$ cat config.mk
export PLATFORM = sky130hd
export DESIGN_NAME = dual_address_ram_flat
export DESIGN_NICKNAME = d
export VERILOG_FILES = /design/src/rtl/dual_address_ram_pkg.sv /design/src/rtl/dual_address_ram_if.sv /design/src/rtl/dual_address_ram_rd_port.sv /design/src/rtl/dual_address_ram.sv /design/src/flat_wrapper.sv
export SDC_FILE = /design/constraint.sdc
export NUM_CORES = 1
export LEC_CHECK = 0
export CORE_UTILIZATION = 55
export DETAILED_ROUTE_END_ITERATION = 7
export PLACE_DENSITY = 0.77
export SYNTH_ARGS = -nofsm -noshare
export SYNTH_HDL_FRONTEND = slang
export SYNTH_SLANG_ARGS = --single-unit
$ cat constraint.sdc
create_clock -name clk -period 2.58 [get_ports clk]
set_clock_uncertainty 0.15 [all_clocks]
set_input_delay 0.387 -clock clk [delete_from_list [all_inputs] [get_ports clk]]
set_output_delay 0.387 -clock clk [all_outputs]
set_load 0.02 [all_outputs]
$ cat src/rtl/dual_address_ram_pkg.sv
// Shared sizes and types for the dual-address RAM.
package dual_address_ram_pkg;

  localparam int unsigned DATA_W = 8;
  localparam int unsigned ADDR_W = 4;
  localparam int unsigned DEPTH  = 1 << ADDR_W;

  typedef logic [DATA_W-1:0] data_t;
  typedef logic [ADDR_W-1:0] addr_t;
  typedef data_t             mem_t [DEPTH];

endpackage

$ cat src/rtl/dual_address_ram_if.sv
// Bus bundle for the dual-address RAM: shared write data, per-port address/role and read data.
interface dual_address_ram_if;
  import dual_address_ram_pkg::*;

  logic  wr_en;
  data_t data_in;
  addr_t addr_in_0;
  addr_t addr_in_1;
  logic  port_en_0;
  logic  port_en_1;
  data_t data_out_0;
  data_t data_out_1;

  modport master (
    output wr_en, data_in, addr_in_0, addr_in_1, port_en_0, port_en_1,
    input  data_out_0, data_out_1
  );

  modport slave (
    input  wr_en, data_in, addr_in_0, addr_in_1, port_en_0, port_en_1,
    output data_out_0, data_out_1
  );

endinterface

$ cat src/rtl/dual_address_ram_rd_port.sv
// One read port: address mux with zero forcing in write mode, plus an optional output register
// when DUAL_ADDRESS_RAM_REG_OUT_EN is defined.
module dual_address_ram_rd_port
  import dual_address_ram_pkg::*;
(
`ifdef DUAL_ADDRESS_RAM_REG_OUT_EN
  input  logic  clk,
  input  logic  rst_n,
`endif
  input  mem_t  mem,
  input  addr_t addr,
  input  logic  port_en,
  output data_t data_out
);

  data_t rd_word;

  // A port in write mode presents zero instead of its addressed word.
  always_comb begin
    rd_word = '0;
    if (!port_en) begin
      rd_word = mem[addr];
    end
  end

`ifdef DUAL_ADDRESS_RAM_REG_OUT_EN
  data_t data_q;

  // Samples the pre-edge array, so a same-edge write on the other port returns the old word.
  always_ff @(posedge clk or negedge rst_n) begin
    if (!rst_n) begin
      data_q <= '0;
    end else begin
      data_q <= rd_word;
    end
  end

  assign data_out = data_q;
`else
  assign data_out = rd_word;
`endif

endmodule

$ cat src/rtl/dual_address_ram.sv
// 16x8 RAM with two address ports sharing one write-data bus and a global write enable.
// Each port writes when its enable is high and reads when low.
// Optional: DUAL_ADDRESS_RAM_REG_OUT_EN registers the read outputs (1-cycle latency).
module dual_address_ram
  import dual_address_ram_pkg::*;
(
  input logic               clk,
  input logic               rst_n,
  dual_address_ram_if.slave bus
);

  mem_t mem;

  // Array storage; both ports may write the same address since the data is shared.
  always_ff @(posedge clk or negedge rst_n) begin
    if (!rst_n) begin
      mem <= '{default: '0};
    end else if (bus.wr_en) begin
      if (bus.port_en_0) begin
        mem[bus.addr_in_0] <= bus.data_in;
      end
      if (bus.port_en_1) begin
        mem[bus.addr_in_1] <= bus.data_in;
      end
    end
  end

  dual_address_ram_rd_port u_rd_port_0 (
`ifdef DUAL_ADDRESS_RAM_REG_OUT_EN
    .clk      (clk),
    .rst_n    (rst_n),
`endif
    .mem      (mem),
    .addr     (bus.addr_in_0),
    .port_en  (bus.port_en_0),
    .data_out (bus.data_out_0)
  );

  dual_address_ram_rd_port u_rd_port_1 (
`ifdef DUAL_ADDRESS_RAM_REG_OUT_EN
    .clk      (clk),
    .rst_n    (rst_n),
`endif
    .mem      (mem),
    .addr     (bus.addr_in_1),
    .port_en  (bus.port_en_1),
    .data_out (bus.data_out_1)
  );

endmodule

$ cat src/flat_wrapper.sv
// flat-port wrapper written by rule: the top's interface ports become plain ports
module dual_address_ram_flat import dual_address_ram_pkg::*;
  (clk, rst_n, bus_wr_en, bus_data_in, bus_addr_in_0, bus_addr_in_1, bus_port_en_0, bus_port_en_1, bus_data_out_0, bus_data_out_1);
  dual_address_ram_if bus_i ();
  input logic clk;
  input logic rst_n;
  input wire logic [$bits(bus_i.wr_en)-1:0] bus_wr_en;
  input wire logic [$bits(bus_i.data_in)-1:0] bus_data_in;
  input wire logic [$bits(bus_i.addr_in_0)-1:0] bus_addr_in_0;
  input wire logic [$bits(bus_i.addr_in_1)-1:0] bus_addr_in_1;
  input wire logic [$bits(bus_i.port_en_0)-1:0] bus_port_en_0;
  input wire logic [$bits(bus_i.port_en_1)-1:0] bus_port_en_1;
  output wire logic [$bits(bus_i.data_out_0)-1:0] bus_data_out_0;
  output wire logic [$bits(bus_i.data_out_1)-1:0] bus_data_out_1;
  assign bus_i.wr_en = bus_wr_en;
  assign bus_i.data_in = bus_data_in;
  assign bus_i.addr_in_0 = bus_addr_in_0;
  assign bus_i.addr_in_1 = bus_addr_in_1;
  assign bus_i.port_en_0 = bus_port_en_0;
  assign bus_i.port_en_1 = bus_port_en_1;
  assign bus_data_out_0 = bus_i.data_out_0;
  assign bus_data_out_1 = bus_i.data_out_1;
  dual_address_ram u_core (.clk(clk), .rst_n(rst_n), .bus(bus_i));
endmodule
# Word-level counts from Yosys, hierarchy flattened
# Cells that the tools add are included.
# Widths: inputs -> output; s select.
[totals] register_bits=128 in_bits=21 out_inout_bits=16 elab_cells=41
[op_classes] n_lt_le_gt_ge=4 n_mux=17 bitwise_logic=2 reduce_logical=2
[ops] operator="$mux 128" count=3
[ops] operator="$bwmux 128" count=2
[ops] operator="$bmux 8 s4" count=2
[ops] operator="$demux 8 s4" count=2
[ops] operator="$mux 8" count=8
[ops] operator="$ge 5x5->1 const B" count=2
[ops] operator="$lt 5x1->1 const B" count=2
[ops] operator="$not 4->5" count=2
[ops] operator="$logic_and 1x1->1" count=2

# Logic depth before layout (Yosys ltp)
# Gate-level depths: netlist of run 1.
[depth] ltp_word=10 depth_mapped=7 depth_no_buf=4

# Modules after synthesis
# A second synthesis of run 1 with hierarchy kept.
[hier_totals] cells_unflattened=565 area_unflattened_um2=7402.1
[by_module_without_submodules] module="dual_address_ram" instances=1 cells_per_inst=303 area_each_um2=5089.9 seq_area_each_um2=3203.1
[by_module_without_submodules] module="dual_address_ram_rd_port" instances=2 cells_per_inst=131 area_each_um2=1156.1 seq_area_each_um2=0.0

# Least setup slack after synthesis of run 1
# OpenSTA, ideal clock, no wires.
[synth_timing] path_type="input to output" start="input port bus_addr_in_0[0]" end="output port bus_data_out_0[6]" arrival_ns=1.705 required_ns=2.043 slack_ns=0.338 cell_stages=7 n_path_buf=3 path_cell_list="buf_4 -> buf_4 -> buf_4 -> mux2i_1 -> a21oi_1 -> a21oi_1 -> o21ai_0"
[synth_between] elab_chain_cells=5
[synth_rtl] element="start: declaration" line="flat_wrapper.sv:9" rtl="input wire logic [$bits(bus_i.addr_in_0)-1:0] bus_addr_in_0;"
[synth_rtl] element="$not 4->5 (implied by the code)" line="dual_address_ram_rd_port.sv:22" rtl="rd_word = mem[addr];"
[synth_rtl] element="$bmux 8 s4" line="dual_address_ram_rd_port.sv:22"
[synth_rtl] element="$mux 8 (implied by the code) (2 in a row)" line="dual_address_ram_rd_port.sv:22"
[synth_rtl] element="$mux 8" line="dual_address_ram_rd_port.sv:21" rtl="if (!port_en) begin"
[synth_rtl] element="end: declaration" line="flat_wrapper.sv:13" rtl="output wire logic [$bits(bus_i.data_out_0)-1:0] bus_data_out_0;"
# No other way between the ends. The select of a mux whose other input is x is not followed.

# Final worst setup path of run 1
[layout_timing] start="input port bus_addr_in_0[3]" end="output port bus_data_out_0[7]"
# The elaborated chain is that of the path after synthesis.

==> run_results.csv, run 1 <==
group,metric,value,unit
status,status,"finished clean",
placement,dp.final_hpwl,13700,µm
cts,clk_path_buf_depth,2,
synthesis,synth_warnings,0,
layout,largestRegisters,"u_core.mem x128",
die,core-area,12600,µm²
placement,finalWeightedCongestion,0.978,
global_route,grt_max_degree,55,
worst_setup_path,reg2reg_to,"u_core.mem[31]$_DFFE_PN0P_",
power,powerDensity,813,nW/µm²
synthesis,yosys.cell_types.count,28,
placement,numPlacedInstances,762,
detailed_routing,drc_errors,0,
detailed_routing,antenna_left,0,
cts,cts_root_buf,"clkbuf_16",
placement,port_buffers,36,
cts,cts_buffers,17,
layout,drive_gt1_share,47.4,%
cts,cts_tree,"yes",
synthesis,synth-seq-cells,128,
cts,path_clk_slew,0.05,ns
detailed_routing,vias,5182,
layout,syn2layout_area_growth,21.9,%
worst_setup_path,cp_max_fo,5,
global_route,grt_overflow,0,
power,power_leakage,3.71,nW
power,max-vdd-ir-drop,729,µV
layout,top_register,"u_core.mem",
layout,post-route-util,69.0,%
worst_setup_path,startpoint_type,"primary input",
die,rows,41,
worst_setup_path,endpoint_kind,"output port",
die,die_area,13400,µm²
worst_setup_path,crit_top_cell,"buf_4",
synthesis,async_flop_share,100,%
worst_setup_path,r2r-start,"u_core.mem[31]$_DFFE_PN0P_",
layout,largest_reg_flops,128,
layout,fin_nets,631,
synthesis,synth_edf_count,0,
die,die_width,116,µm
synthesis,ys_top_cells_by_count,"dfrtp_1 (128), mux2_2 (126), nand2_1 (60)",
synthesis,synth_area_leaders,"dfrtp_1 (45%), mux2_2 (20%), mux4_2 (15%)",
detailed_routing,avgRoutedWirePerCell,24.4,µm
worst_setup_path,critPathKind,"in -> out",
hold_path,min_path_type,"in -> async",
worst_setup_path,r2r_cells,1,
worst_setup_path,crit_required,2.04,ns
global_route,grt_pass1_wl,30400,µm
cts,post-cts-setup-buffers,0,
job,drv_cap,0,
global_route,antenna_found_initial,0,
sta,period_needed,2.52,ns
sta,rsz0062_at_grt,"no",
worst_setup_path,rrSetupSlack,1.62,ns
die,fp.dieH,116,µm
synthesis,synth_seq_area_share,44.8,%
die,initial_core_util,56.6,%
synthesis,syn_area,7140,µm²
sta,setup_viol_count_final,0,
sta,final_hold_viol_count,0,
synthesis,syn_inst,532,
layout,antenna_cells,0,
cts,insertion_delay,0.42,ns
cts,htree_levels,4,
worst_setup_path,cp_slowest_cell,"mux4_2",
detailed_routing,drt_wl_total,19400,µm
cts,cts_sinks,128,
synthesis,syn_area_per_cell,13.4,µm²
detailed_routing,viasPerCell,6.54,
sta,slew_viol_final,0,
worst_setup_path,path_cells,"dlygate4sd2_1 -> buf_4 -> mux4_2 -> a32oi_1 -> o211ai_1 -> buf_4",
sta,finalCritPeriodShare,97.5,%
sta,worstMarginPinSlew,0.671,ns
sta,max_freq,0.398,GHz
global_route,grt_pass1_vias,5145,
synthesis,synth.largest_area_cell,"dfrtp_1",
detailed_routing,drt_pass1_iterations,5,
layout,stdcell_count,792,
detailed_routing,detail_route.iter0.violations,494,
worst_setup_path,crit_arrival,1.98,ns
synthesis,synth_ff_type,"dfrtp_1",
global_route,grt_usage,31.3,%
synthesis,synthesis.nets,553,
die,io_pins,37,
sta,slew_headroom,55.1,%
worst_setup_path,cp_slowest_stage_delay,0.49,ns
synthesis,yosys.area.top_type_share,44.8,%
synthesis,post-synth-top-count-cell,"dfrtp_1",
==> per-stage QoR <==
stage               power, mW  instance area (µm²)  hold WS, ns  setup TNS, ns  worst slack [ns]
detailed placement       4.70                 8130        0.264          -7.39            -0.519
CTS                      7.07                 8710        0.362              0           0.00266
global route             7.35                 8710        0.393              0            0.0133
floorplan                4.06                 7140      -0.0586              0             0.338
global placement         4.60                 8130        0.254          -6.78            -0.478
finish                   7.08                 8710        0.358              0            0.0649
==> how the worst max path moves through the flow <==
| stage | startpoint | endpoint | slack [ns] |
|---|---|---|---|
| 2_1_floorplan | bus_addr_in_0[0] | bus_data_out_0[6] | 0.34 |
| 3_3_place_gp | bus_addr_in_0[3] | bus_data_out_0[7] | -0.48 |
| 3_5_place_dp | bus_addr_in_0[3] | bus_data_out_0[2] | -0.52 |
| 4_1_cts | bus_addr_in_0[1] | bus_data_out_0[4] | 0.003 |
| 5_1_grt | bus_addr_in_1[0] | bus_data_out_1[6] | 0.01 |
| 6_report | bus_addr_in_0[3] | bus_data_out_0[7] | 0.06 |
==> cells by family (layout without fill, tap and decap cells) <==
logic type / count (synthesis) / count (layout) / synth area share, %
and+or+nand+nor: 106 / 106 / 7.18
muxes: 210 / 210 / 39.7
buffers and inverters: 36 / 124 / 2.66
DFF: 128 / 128 / 44.8
AOI/OAI and AO/OA: 52 / 52 / 5.57
==> worst max-delay path, delay by kind of cell <==
kind                   cells  cell delay (ns)
buffers and inverters      3             0.79
multiplexers               1             0.49
AO/OA/AOI/OAI              2             0.31
==> final cells by class <==
class / instances / area (µm²)
clock buffer: 18 / 429
clock inverter: 11 / 144
fill: 890 / 3910
multi-input combinational: 368 / 3770
sequential: 128 / 3200
tap: 172 / 215
timing repair buffer: 95 / 941
==> timing repair <==
| action | in CTS | in global routing |
|---|---|---|
| hold buffers | 1 | 0 |
| pin swaps | 1 | 3 |
| gates cloned | 0 | 0 |
| setup endpoints to repair | 16 | 14 |
| gates resized for setup | 57 | 19 |
| endpoints found under the hold margin | 42 | 0 |
==> placed cells by master (no fill, tap or decap), types with 3 or more instances in the layout <==
cell             netlist  final
a21oi_1                4      3
a32oi_1               14     13
buf_12                 0     14
buf_2                  8      8
buf_4                  4     41
buf_6                  4      5
bufinv_16              0      3
clkbuf_16              0     17
clkbuf_2               0      5
clkdlybuf4s50_1        0     14
clkinv_2               0      4
clkinv_4               0      3
dfrtp_1              128    128
mux2_2               126    126
mux2i_1               36     36
mux4_2                46     46
nand2_1               60     60
nand2_2                4      4
nand2b_1               6      6
nand3_1                4      4
nand3b_1               4      4
nand4_1               14     14
o211ai_1              14     14
o22ai_1               12     12
o22ai_2                4      4
==> report_power, final <==
group          total, mW  internal [mW]  switching [mW]
logic               1.72           1.00           0.716
clock network       2.35           1.50           0.856
registers           3.01           2.55           0.461
total               7.08           5.05            2.03
==> routing by layer <==
layer | vias up | GRT usage, % | wire length (µm)
met4 | 0 | 12.4 | 524
met3 | 58 | 4.55 | 1300
li1 | 2204 | - | -
met1 | 2673 | 45.3 | 8300
met2 | 247 | 47.9 | 9230
met5 | - | 0 | 0
(Power assumes the default switching activity.)
==> run 2, diff against run 1 <==
--- a/config.mk
+++ b/config.mk
@@ -5,6 +5,7 @@
 export SDC_FILE = /design/constraint.sdc
 export NUM_CORES = 1
 export LEC_CHECK = 0
+export CORE_MARGIN = 1.5
 export CORE_UTILIZATION = 55
 export DETAILED_ROUTE_END_ITERATION = 7
 export PLACE_DENSITY = 0.77
==> run_results.csv, run 2 (synthesis gave the netlist of run 1 again) <==
group,metric,value,unit
hold_path,min_path_type,"in -> async",
layout,largest_reg_flops,128,
power,p_int,5.17,mW
job,drv_cap,0,
detailed_routing,viasPerCell,6.50,
layout,mostFrequentLayoutCells,"dfrtp_1 (128), mux2_2 (126), nand2_1 (60), buf_4 (51), mux4_2 (46)",
status,status,"finished clean",
power,power_switching,2.05,mW
placement,port_buffers,36,
global_route,grt_usage,32.7,%
placement,finalWeightedCongestion,0.992,
power,power_leakage,3.82,nW
cts,path_clk_slew,0.05,ns
die,core-area,12600,µm²
die,io_pins,37,
power,comb_power_share,24.4,%
sta,tns,0,ns
die,die_width,117,µm
detailed_routing,detail_route.iter0.violations,526,
worst_setup_path,endpoint_kind,"output port",
layout,fin_nets,646,
sta,setup_viol_count_final,0,
power,seq_power_share,41.5,%
die,die_area,13700,µm²
layout,top_register,"u_core.mem",
sta,rsz0062_at_grt,"no",
worst_setup_path,startpoint_type,"primary input",
detailed_routing,antenna_left,0,
worst_setup_path,cp_slowest_stage_delay,0.54,ns
layout,final_common_cell,"dfrtp_1",
cts,cts_buffers,17,
worst_setup_path,path_cells,"clkdlybuf4s50_1 -> buf_6 -> nor2b_2 -> buf_12 -> nand2_1 -> a32oi_1 -> o211ai_1 -> buf_2",
worst_setup_path,cp_slowest_cell,"clkdlybuf4s50_1",
detailed_routing,drt_wl_total,20300,µm
power,max-vdd-ir-drop,577,µV
sta,slew_headroom,56.5,%
detailed_routing,vias,5261,
detailed_routing,drc_errors,0,
global_route,grt_overflow,0,
placement,dp.final_hpwl,14100,µm
worst_setup_path,critPathKind,"in -> out",
cts,htree_levels,4,
die,fp.dieH,117,µm
cts,insertion_delay,0.42,ns
global_route,grt_pass1_vias,5535,
cts,clk_path_buf_depth,2,
layout,syn2layout_area_growth,25.4,%
worst_setup_path,crit_arrival,2.00,ns
worst_setup_path,cpLargestDelayFamily,"buffers and inverters",
die,initial_core_util,56.6,%
power,p_clk_share,34.1,%
power,powerDensity,807,nW/µm²
layout,antenna_cells,0,
sta,final_hold_viol_count,0,
sta,slew_viol_final,0,
layout,post-route-util,70.9,%
worst_setup_path,crit_required,2.04,ns
global_route,grt_max_degree,84,
detailed_routing,avgRoutedWirePerCell,25.1,µm
worst_setup_path,cp_max_fo,11,
layout,largestRegisters,"u_core.mem x128",
worst_setup_path,critical_path_buf_inv_count,4,
power,p_sw_share,28.4,%
cts,cts_sinks,128,
sta,worstMarginPinSlew,0.651,ns
layout,drive_gt1_share,48.3,%
cts,cts_tree,"yes",
sta,finalCritPeriodShare,98.2,%
cts,cts_root_buf,"clkbuf_16",
global_route,grt_pass1_wl,31800,µm
global_route,antenna_found_initial,0,
detailed_routing,drt_pass1_iterations,5,
die,rows,41,
sta,max_freq,0.395,GHz
sta,period_needed,2.53,ns
==> run 2: cell types whose count changed in the layout (fill, tap and decap cells not counted), moves of 2 or more <==
cell | before | now
clkbuf_8 | 0 | 3
buf_12 | 14 | 22
dlygate4sd2_1 | 1 | 3
clkinv_4 | 3 | 1
buf_2 | 8 | 6
clkdlybuf4s15_2 | 2 | 5
buf_4 | 41 | 51
dlymetal6s2s_1 | 2 | 0
buf_6 | 5 | 1
==> run 2: power groups by stage <==
stage	clock (mW)	sequential [mW]	combinational (mW)
after global routing	2.57	3.04	1.88
after CTS	2.49	2.97	1.76
after floorplan	0	2.82	1.23
after global placement	0	2.93	1.68
after detailed placement	0	2.99	1.75
final	2.46	3.00	1.77
==> run 2: worst paths after layout <==
path / start / endpoint / slack (ns) / cells past startpoint
worst max-delay path: bus_addr_in_0[1] / bus_data_out_0[0] / 0.05 / 8
worst min-delay path: rst_n / u_core.mem[54]$_DFFE_PN0P_ / 0.18 / 2
worst max register to register: u_core.mem[39]$_DFFE_PN0P_ / u_core.mem[39]$_DFFE_PN0P_ / 1.62 / 1
worst min register to register: u_core.mem[54]$_DFFE_PN0P_ / u_core.mem[54]$_DFFE_PN0P_ / 0.37 / 1
max in group asynchronous: rst_n / u_core.mem[30]$_DFFE_PN0P_ / 1.40 / 3
min in group clk: u_core.mem[54]$_DFFE_PN0P_ / u_core.mem[54]$_DFFE_PN0P_ / 0.37 / 1
==> run 2: cell type report <==
| cell class | instances | area, µm² |
|---|---|---|
| well taps | 172 | 215 |
| flip-flops and latches | 128 | 3200 |
| clock buffers | 22 | 474 |
| multi-input cells | 368 | 3760 |
| fillers | 861 | 3670 |
| repair buffers | 110 | 1160 |
| clock inverters | 10 | 134 |
==> run 2: per-layer routing <==
metal  vias to the layer above  share of wire, %  global-route usage [%]
met5                         -                 0                       0
li1                       2240                 -                       -
met1                      2704                40                    42.4
met3                        61               6.7                    6.69
met2                       256                49                    52.0
met4                         0               4.2                    17.7
==> run 2: metrics by stage <==
step	cell area (µm²)	total power, mW	hold slack [ns]	cells	worst slack, ns
2_1_floorplan	7140	4.06	-0.0586	532	0.338
3_3_place_gp	8270	4.62	0.0715	770	-0.607
3_5_place_dp	8270	4.74	0.0753	770	-0.672
4_1_cts	8950	7.21	0.169	806	-0.0303
5_1_grt	8950	7.49	0.199	810	0.00150
6_report	8950	7.22	0.185	810	0.0452
==> run 2: what timing repair did <==
item	CTS	global route
setup endpoints to repair	16	9
buffers inserted	2	4
gates cloned	1	0
gates resized for setup	52	10
hold endpoints to repair	95	0
hold buffers	1	0
pin swaps	1	1
